==> config.mk <==
export PLATFORM = sky130hd
export DESIGN_NAME = mem_bus_arbiter
export DESIGN_NICKNAME = d
export VERILOG_FILES = /design/src/rtl/mem_bus_arbiter_pkg.sv /design/src/rtl/mem_bus_arbiter_pick.sv /design/src/rtl/mem_bus_arbiter.sv
export SDC_FILE = /design/constraint.sdc
export NUM_CORES = 1
export LEC_CHECK = 0
export ABC_CLOCK_PERIOD_IN_PS = 4300
export CELL_PAD_IN_SITES_DETAIL_PLACEMENT = 2
export CELL_PAD_IN_SITES_GLOBAL_PLACEMENT = 2
export CORE_ASPECT_RATIO = 0.5
export CORE_UTILIZATION = 25
export CTS_BUF_LIST = sky130_fd_sc_hd__clkbuf_16
export DETAILED_ROUTE_END_ITERATION = 8
export GPL_ROUTABILITY_DRIVEN = 0
export PLACE_DENSITY_LB_ADDON = 0.1
export SLEW_MARGIN = 20
export SYNTH_ARGS = -nofsm -noshare
export SYNTH_HDL_FRONTEND = slang
export SYNTH_SLANG_ARGS = --single-unit
==> constraint.sdc <==
create_clock -name clk -period 4.3 [get_ports clk]
set_input_delay 1.075 -clock clk [delete_from_list [all_inputs] [get_ports clk]]
set_output_delay 1.075 -clock clk [all_outputs]
set_load 0.03 [all_outputs]
==> src/rtl/mem_bus_arbiter_pkg.sv <==
// mem_bus_arbiter_pkg
// Shared definitions for the instruction/data memory bus arbiter.
//   arbState_e : FSM state encodings (IDLE, GNT_I, GNT_D, RESP)
//   WE_READ    : byte-enable pattern that marks a read
//   GNT_SEL_*  : encoding of the grant-select bit produced by the pick logic
//   DCNT_W     : width of the data-grant starvation counter
package mem_bus_arbiter_pkg;

  typedef enum logic [1:0] {
    ARB_IDLE  = 2'd0,
    ARB_GNT_I = 2'd1,
    ARB_GNT_D = 2'd2,
    ARB_RESP  = 2'd3
  } arbState_e;

  localparam logic [3:0] WE_READ   = 4'b0000;
  localparam logic       GNT_SEL_I = 1'b0;
  localparam logic       GNT_SEL_D = 1'b1;
  localparam int         DCNT_W    = 4;

endpackage

==> src/rtl/mem_bus_arbiter_pick.sv <==
// mem_arb_pick
// Purely combinational grant policy, kept apart from the FSM so both
// policy builds share the same sequencing logic.
// Build option: ARB_ROUND_ROBIN_EN selects round-robin tie breaking,
// otherwise data-first with an instruction anti-starvation cap.
// Ports:
//   iReq, dReq : pending requests from the fetch and data ports
//   dCnt       : consecutive D grants made while I was waiting (default build)
//   lastGnt    : side granted most recently (round-robin build)
//   gntSel     : GNT_SEL_I or GNT_SEL_D; only meaningful when a request is pending
module mem_arb_pick
  import mem_bus_arbiter_pkg::*;
`ifndef ARB_ROUND_ROBIN_EN
#(
  parameter int STARVE_MAX = 4
)
`endif
(
  input  logic              iReq,
  input  logic              dReq,
`ifdef ARB_ROUND_ROBIN_EN
  input  logic              lastGnt,
`else
  input  logic [DCNT_W-1:0] dCnt,
`endif
  output logic              gntSel
);

`ifndef ARB_ROUND_ROBIN_EN
  localparam logic [DCNT_W-1:0] STARVE_CAP = DCNT_W'(STARVE_MAX);
`endif

  // A lone requester always wins; only a tie consults the policy state.
  always_comb begin
    gntSel = GNT_SEL_D;
    if (iReq && !dReq) begin
      gntSel = GNT_SEL_I;
    end else if (iReq && dReq) begin
`ifdef ARB_ROUND_ROBIN_EN
      gntSel = (lastGnt == GNT_SEL_D) ? GNT_SEL_I : GNT_SEL_D;
`else
      gntSel = (dCnt == STARVE_CAP) ? GNT_SEL_I : GNT_SEL_D;
`endif
    end
  end

endmodule

==> src/rtl/mem_bus_arbiter.sv <==
// mem_bus_arbiter
// Shares one single-port memory bus between the fetch port (I) and the
// memory-stage data port (D). Each access is one req/ack handshake on the
// bus; stall is raised while either requester is still waiting.
// Build option: ARB_ROUND_ROBIN_EN (see mem_arb_pick).
// Ports:
//   clk, rst                  : clock (rising edge), async active-low reset
//   i_req/i_addr/i_rdata/i_ack: instruction fetch port
//   d_req/d_we/d_addr/d_wdata/d_rdata/d_ack : data port, d_we==0 is a read
//   m_req/m_we/m_addr/m_wdata : registered bus request towards memory
//   m_rdata/m_ack             : memory response, m_ack honoured only in a grant
//   stall                     : combinational pipeline stall
module mem_bus_arbiter
  import mem_bus_arbiter_pkg::*;
#(
  parameter int AW         = 32,
  parameter int DW         = 32,
  parameter int STARVE_MAX = 4
) (
  input  logic          clk,
  input  logic          rst,
  input  logic          i_req,
  input  logic [AW-1:0] i_addr,
  output logic [DW-1:0] i_rdata,
  output logic          i_ack,
  input  logic          d_req,
  input  logic [3:0]    d_we,
  input  logic [AW-1:0] d_addr,
  input  logic [DW-1:0] d_wdata,
  output logic [DW-1:0] d_rdata,
  output logic          d_ack,
  output logic          m_req,
  output logic [3:0]    m_we,
  output logic [AW-1:0] m_addr,
  output logic [DW-1:0] m_wdata,
  input  logic [DW-1:0] m_rdata,
  input  logic          m_ack,
  output logic          stall
);

  arbState_e     state, stateNext;
  logic          mReqNext, iAckNext, dAckNext, gntSel;
  logic [3:0]    mWeNext;
  logic [AW-1:0] mAddrNext;
  logic [DW-1:0] mWdataNext, iRdataNext, dRdataNext;

`ifdef ARB_ROUND_ROBIN_EN
  logic lastGnt, lastGntNext;

  mem_arb_pick uPick (
    .iReq    (i_req),
    .dReq    (d_req),
    .lastGnt (lastGnt),
    .gntSel  (gntSel)
  );
`else
  localparam logic [DCNT_W-1:0] STARVE_CAP = DCNT_W'(STARVE_MAX);
  logic [DCNT_W-1:0] dCnt, dCntNext;

  mem_arb_pick #(
    .STARVE_MAX (STARVE_MAX)
  ) uPick (
    .iReq   (i_req),
    .dReq   (d_req),
    .dCnt   (dCnt),
    .gntSel (gntSel)
  );
`endif

  // Ack outputs are registered, so stall drops in the requester's ack cycle.
  assign stall = (i_req & ~i_ack) | (d_req & ~d_ack);

  // State and all registered outputs; reset abandons any bus access in flight.
  always_ff @(posedge clk or negedge rst) begin
    if (!rst) begin
      state   <= ARB_IDLE;
      m_req   <= 1'b0;
      m_we    <= WE_READ;
      m_addr  <= '0;
      m_wdata <= '0;
      i_ack   <= 1'b0;
      d_ack   <= 1'b0;
      i_rdata <= '0;
      d_rdata <= '0;
`ifdef ARB_ROUND_ROBIN_EN
      lastGnt <= GNT_SEL_I;
`else
      dCnt    <= '0;
`endif
    end else begin
      state   <= stateNext;
      m_req   <= mReqNext;
      m_we    <= mWeNext;
      m_addr  <= mAddrNext;
      m_wdata <= mWdataNext;
      i_ack   <= iAckNext;
      d_ack   <= dAckNext;
      i_rdata <= iRdataNext;
      d_rdata <= dRdataNext;
`ifdef ARB_ROUND_ROBIN_EN
      lastGnt <= lastGntNext;
`else
      dCnt    <= dCntNext;
`endif
    end
  end

  // Next-state logic. Grants are only issued from IDLE; RESP exists because
  // the acked requester still shows req during its ack cycle and must not be
  // granted a second time.
  always_comb begin
    stateNext  = state;
    mReqNext   = m_req;
    mWeNext    = m_we;
    mAddrNext  = m_addr;
    mWdataNext = m_wdata;
    iAckNext   = 1'b0;
    dAckNext   = 1'b0;
    iRdataNext = i_rdata;
    dRdataNext = d_rdata;
`ifdef ARB_ROUND_ROBIN_EN
    lastGntNext = lastGnt;
`else
    dCntNext    = dCnt;
`endif
    case (state)
      ARB_IDLE: begin
        if (i_req || d_req) begin
          mReqNext = 1'b1;
          if (gntSel == GNT_SEL_D) begin
            mWeNext    = d_we;
            mAddrNext  = d_addr;
            mWdataNext = d_wdata;
            stateNext  = ARB_GNT_D;
`ifdef ARB_ROUND_ROBIN_EN
            lastGntNext = GNT_SEL_D;
`else
            // Count only D grants that overtook a waiting fetch; saturate.
            if (!i_req) begin
              dCntNext = '0;
            end else if (dCnt != STARVE_CAP) begin
              dCntNext = dCnt + 1'b1;
            end
`endif
          end else begin
            mWeNext   = WE_READ;
            mAddrNext = i_addr;
            stateNext = ARB_GNT_I;
`ifdef ARB_ROUND_ROBIN_EN
            lastGntNext = GNT_SEL_I;
`else
            dCntNext    = '0;
`endif
          end
        end
      end
      ARB_GNT_I: begin
        if (m_ack) begin
          mReqNext   = 1'b0;
          mWeNext    = WE_READ;
          iAckNext   = 1'b1;
          iRdataNext = m_rdata;
          stateNext  = ARB_RESP;
        end
      end
      ARB_GNT_D: begin
        if (m_ack) begin
          mReqNext  = 1'b0;
          mWeNext   = WE_READ;
          dAckNext  = 1'b1;
          stateNext = ARB_RESP;
          if (m_we == WE_READ) begin
            dRdataNext = m_rdata;
          end
        end
      end
      ARB_RESP: begin
        stateNext = ARB_IDLE;
      end
      default: begin
        stateNext = ARB_IDLE;
      end
    endcase
  end

endmodule

==> summary.md <==
| Metric | Value |
|---|---|
| Outcome | finished with violations |
| Failing checks | DRC |
| Dpl cells | about 1000 |
| Die Area | about 25000 um2 |
| Via count | 4721 |
| H-tree levels | 4 |
| Syn nets | 600 |
| Sequential-to-total area share from yosys stat | 0.590 |
| Post-route DRC | 11 |
| CP required | roughly 3.2 ns |
| Die Span X | between 200 and 250 um |
| Hpwl dp | 14700 um |
| Syn Area/Cell | ~13 um2 |
| Worst Hold Endpoint | m_addr[7]$_DFFE_PN0P_ |
| Slowest cell on the critical path | clkdlybuf4s50_1 |
| Router iterations before antenna repair | 6 |
| Grt ovf | 0 |
| Port Buf Inserts | between 200 and 300 |
| Synth Register Bits | 141 |
| RSZ-0062 raised after global routing | no |
| CTS Buffer Depth | 2 |
| Post-route insts no fill | approximately 1000 |
| Fmax | about 0.27 GHz |
| DR iter-0 viols | approximately 150 |
| Commonest non-fill, non-tap cells in the layout | 270 x clkdlybuf4s50_1, 141 x dfrtp_1, 70 x mux2_2 |
| Final min period | 3.64 ns |
| Wire per inst | 19.9 um |
| Vias in the first global route | 5413 |
| Fin nets | between 800 and 900 |
| Final Hold Vio Count | 0 |
| Worst hold stages | 2 |
| Power Dens Cells | 841 nW/um2 |
| Largest net degree at the start of global routing | 80 |
| Synth Warn # | 0 |
| Synth Instances | approximately 460 |
| Drt total wl | 20700 um |
| I/O pin count | 273 |
| Flop pwr share | 0.287 |
| Clock Power Share | 0.191 |
| Layout cell share with drive strength beyond 1 | 0.205 |
| CTS tree | done |
| Clock tree sinks | about 140 |
| Post_cts resized | 0 |
| Worst-skew pair later-pin latency | between 0.4 and 0.5 ns |
| Global-route wire length before repair | roughly 33000 um |
| Hold WS | 0.497 ns |
| Reg2Reg Depth | 7 |
| Most common cell after layout, fill and taps aside | clkdlybuf4s50_1 |
| Clock transition at path regs | about 0.07 ns |
| Area Overhead vs Synth | 61.3% |
| Post-layout worst setup margin | around 0.66 ns |
| Final setup violation count | 0 |
| Final period utilization | 0.847 |
| Vias/cell | 4.52 |
| Maximum vdd drop | between 200 and 250 uV |
| Slew at the pin closest to its max-slew limit | ~1.0 ns |
| Die Ht | about 110 um |
| Cell row count | 39 |
| R2R Path Start | dCnt[0]$_DFFE_PN0P_ |
| Leakage power | around 4 nW |
| Starting Density | 0.259 |
| Total power | between 8 and 9 mW |
| Worst Path Arrival | between 2 and 3 ns |
| Critical Path Source Type | primary input |
| Max_slew headroom | 0.324 |
| ANT cells | 0 |
| Antenna violations before repair | 0 |
| Min-delay worst type | register to register |
| Ys flop type | dfrtp_1 |
| # Post-CTS Setup Buffers | 0 |
| Most used cell, CP | clkdlybuf4s50_1 |
| CP max FO | 2 |
| CP peak stage delay | 0.73 ns |
| Max Clock Skew | 0.00861 ns |
| Place WS | about 0.64 ns |
| EDFF count, synth | 0 |
| Area of the mapped netlist | ~6000 um2 |
| Worst path cell trace | clkdlybuf4s50_1, inv_1, o22ai_1, clkdlybuf4s50_1 |
| Internal power | around 4.8 mW |
| Combinational Power Share | 0.522 |
| Global Route Usage Sum | 0.177 |
| Post-route ant nets | 0 |
| Flop2flop setup slack | roughly 1.9 ns |
| Net Sw Power | between 3 and 4 mW |
| Synth cell types | 36 |
| CTS Buf Count | 17 |
| FF-to-FF End | m_addr[22]$_DFFE_PN0P_ |
| Core area | 23100 um2 |
| TNS Setup | 0 ns |
| CTS Root Cell | clkbuf_16 |
| Async set-reset flop share out of synthesis | 1.00 |
| Hold buffers post-CTS | 0 |
| Slew Viols, Final | 0 |
| Worst setup path class | primary input to output pin |
| Sw Ratio | 0.405 |
| Crit end category | output pin |
| Max_cap viols | 0 |
| Hold Path Origin | m_addr[7]$_DFFE_PN0P_ |
==> area by class of cell <==
class,instances,area [um2]
clock buffers,17,425
well taps,307,384
clock inverters,14,179
flip-flops and latches,141,3530
repair buffers,283,2810
fillers,2375,13500
inverters,8,30.0
multi-input cells,275,2290
==> through the flow <==
step / cell area (um2) / utilization
final: 9650 / 0.417
after detailed placement: 9040 / 0.391
after floorplan: 5980 / -
after global placement: 9040 / 0.391
after global routing: 9650 / 0.417
after CTS: 9650 / 0.417
==> cells by family (layout without fill, tap and decap cells) <==
logic type | Yosys count | in the layout | share of synthesized area
DFF | 141 | 141 | 0.590
and+or+nand+nor | 124 | 124 | 0.104
muxes | 101 | 101 | 0.209
AOI/OAI and AO/OA | 43 | 43 | 0.0523
buffers and inverters | 41 | 322 | 0.0308
adders and majority gates | 6 | 6 | 0.0126
xor gates and xnor gates | 1 | 1 | 0.00146
==> cells in the mapped netlist (all sizes together), types with 3 or more instances <==
library cell	count	area, um2
and4b	4	40.0
buf	13	78.8
clkbuf	20	75.1
dfrtp	141	3530
ha	6	75.1
inv	8	30.0
mux2	100	1240
nand2	69	259
nand4	32	200
nor3	3	20.0
o211ai	32	240
o21ai	4	20.0
==> registers in the layout, summed over array words and instances, names as in the netlist <==
register	count
i_rdata	32
state	2
d_ack	1
d_rdata	32
i_ack	1
m_we	4
m_wdata	32
dCnt	4
m_req	1
m_addr	32
==> worst max-delay path: cells and delay by family <==
family / cells / cell delay [ns]
AO/OA/AOI/OAI: 1 / 0.16
buffers and inverters: 3 / 1.33
==> per-layer routing <==
metal / vias up / track usage / wire [um]
li1: 2167 / - / -
met1: 2442 / 0.223 / 9090
met2: 99 / 0.301 / 10500
met3: 13 / 0.0486 / 1020
met4: 0 / 0.0425 / 175
met5: - / 0 / 0
==> how the worst max path moves through the flow <==
stage | slack (ns) | startpoint | end
3_3_place_gp | 0.61 | i_req | stall
5_1_grt | 0.60 | i_req | stall
6_report | 0.66 | i_req | stall
2_1_floorplan | 1.17 | d_req | stall
3_5_place_dp | 0.64 | i_req | stall
4_1_cts | 0.64 | i_req | stall
==> power groups by stage <==
stage	sequential, mW	combinational, mW	clock [mW]
after global routing	2.42	4.50	1.66
after detailed placement	2.35	4.30	0
final	2.33	4.24	1.55
after floorplan	3.55	1.23	0
after global placement	2.32	4.24	0
after CTS	2.34	4.32	1.60
Note: power is estimated with default switching activity, not from simulation.
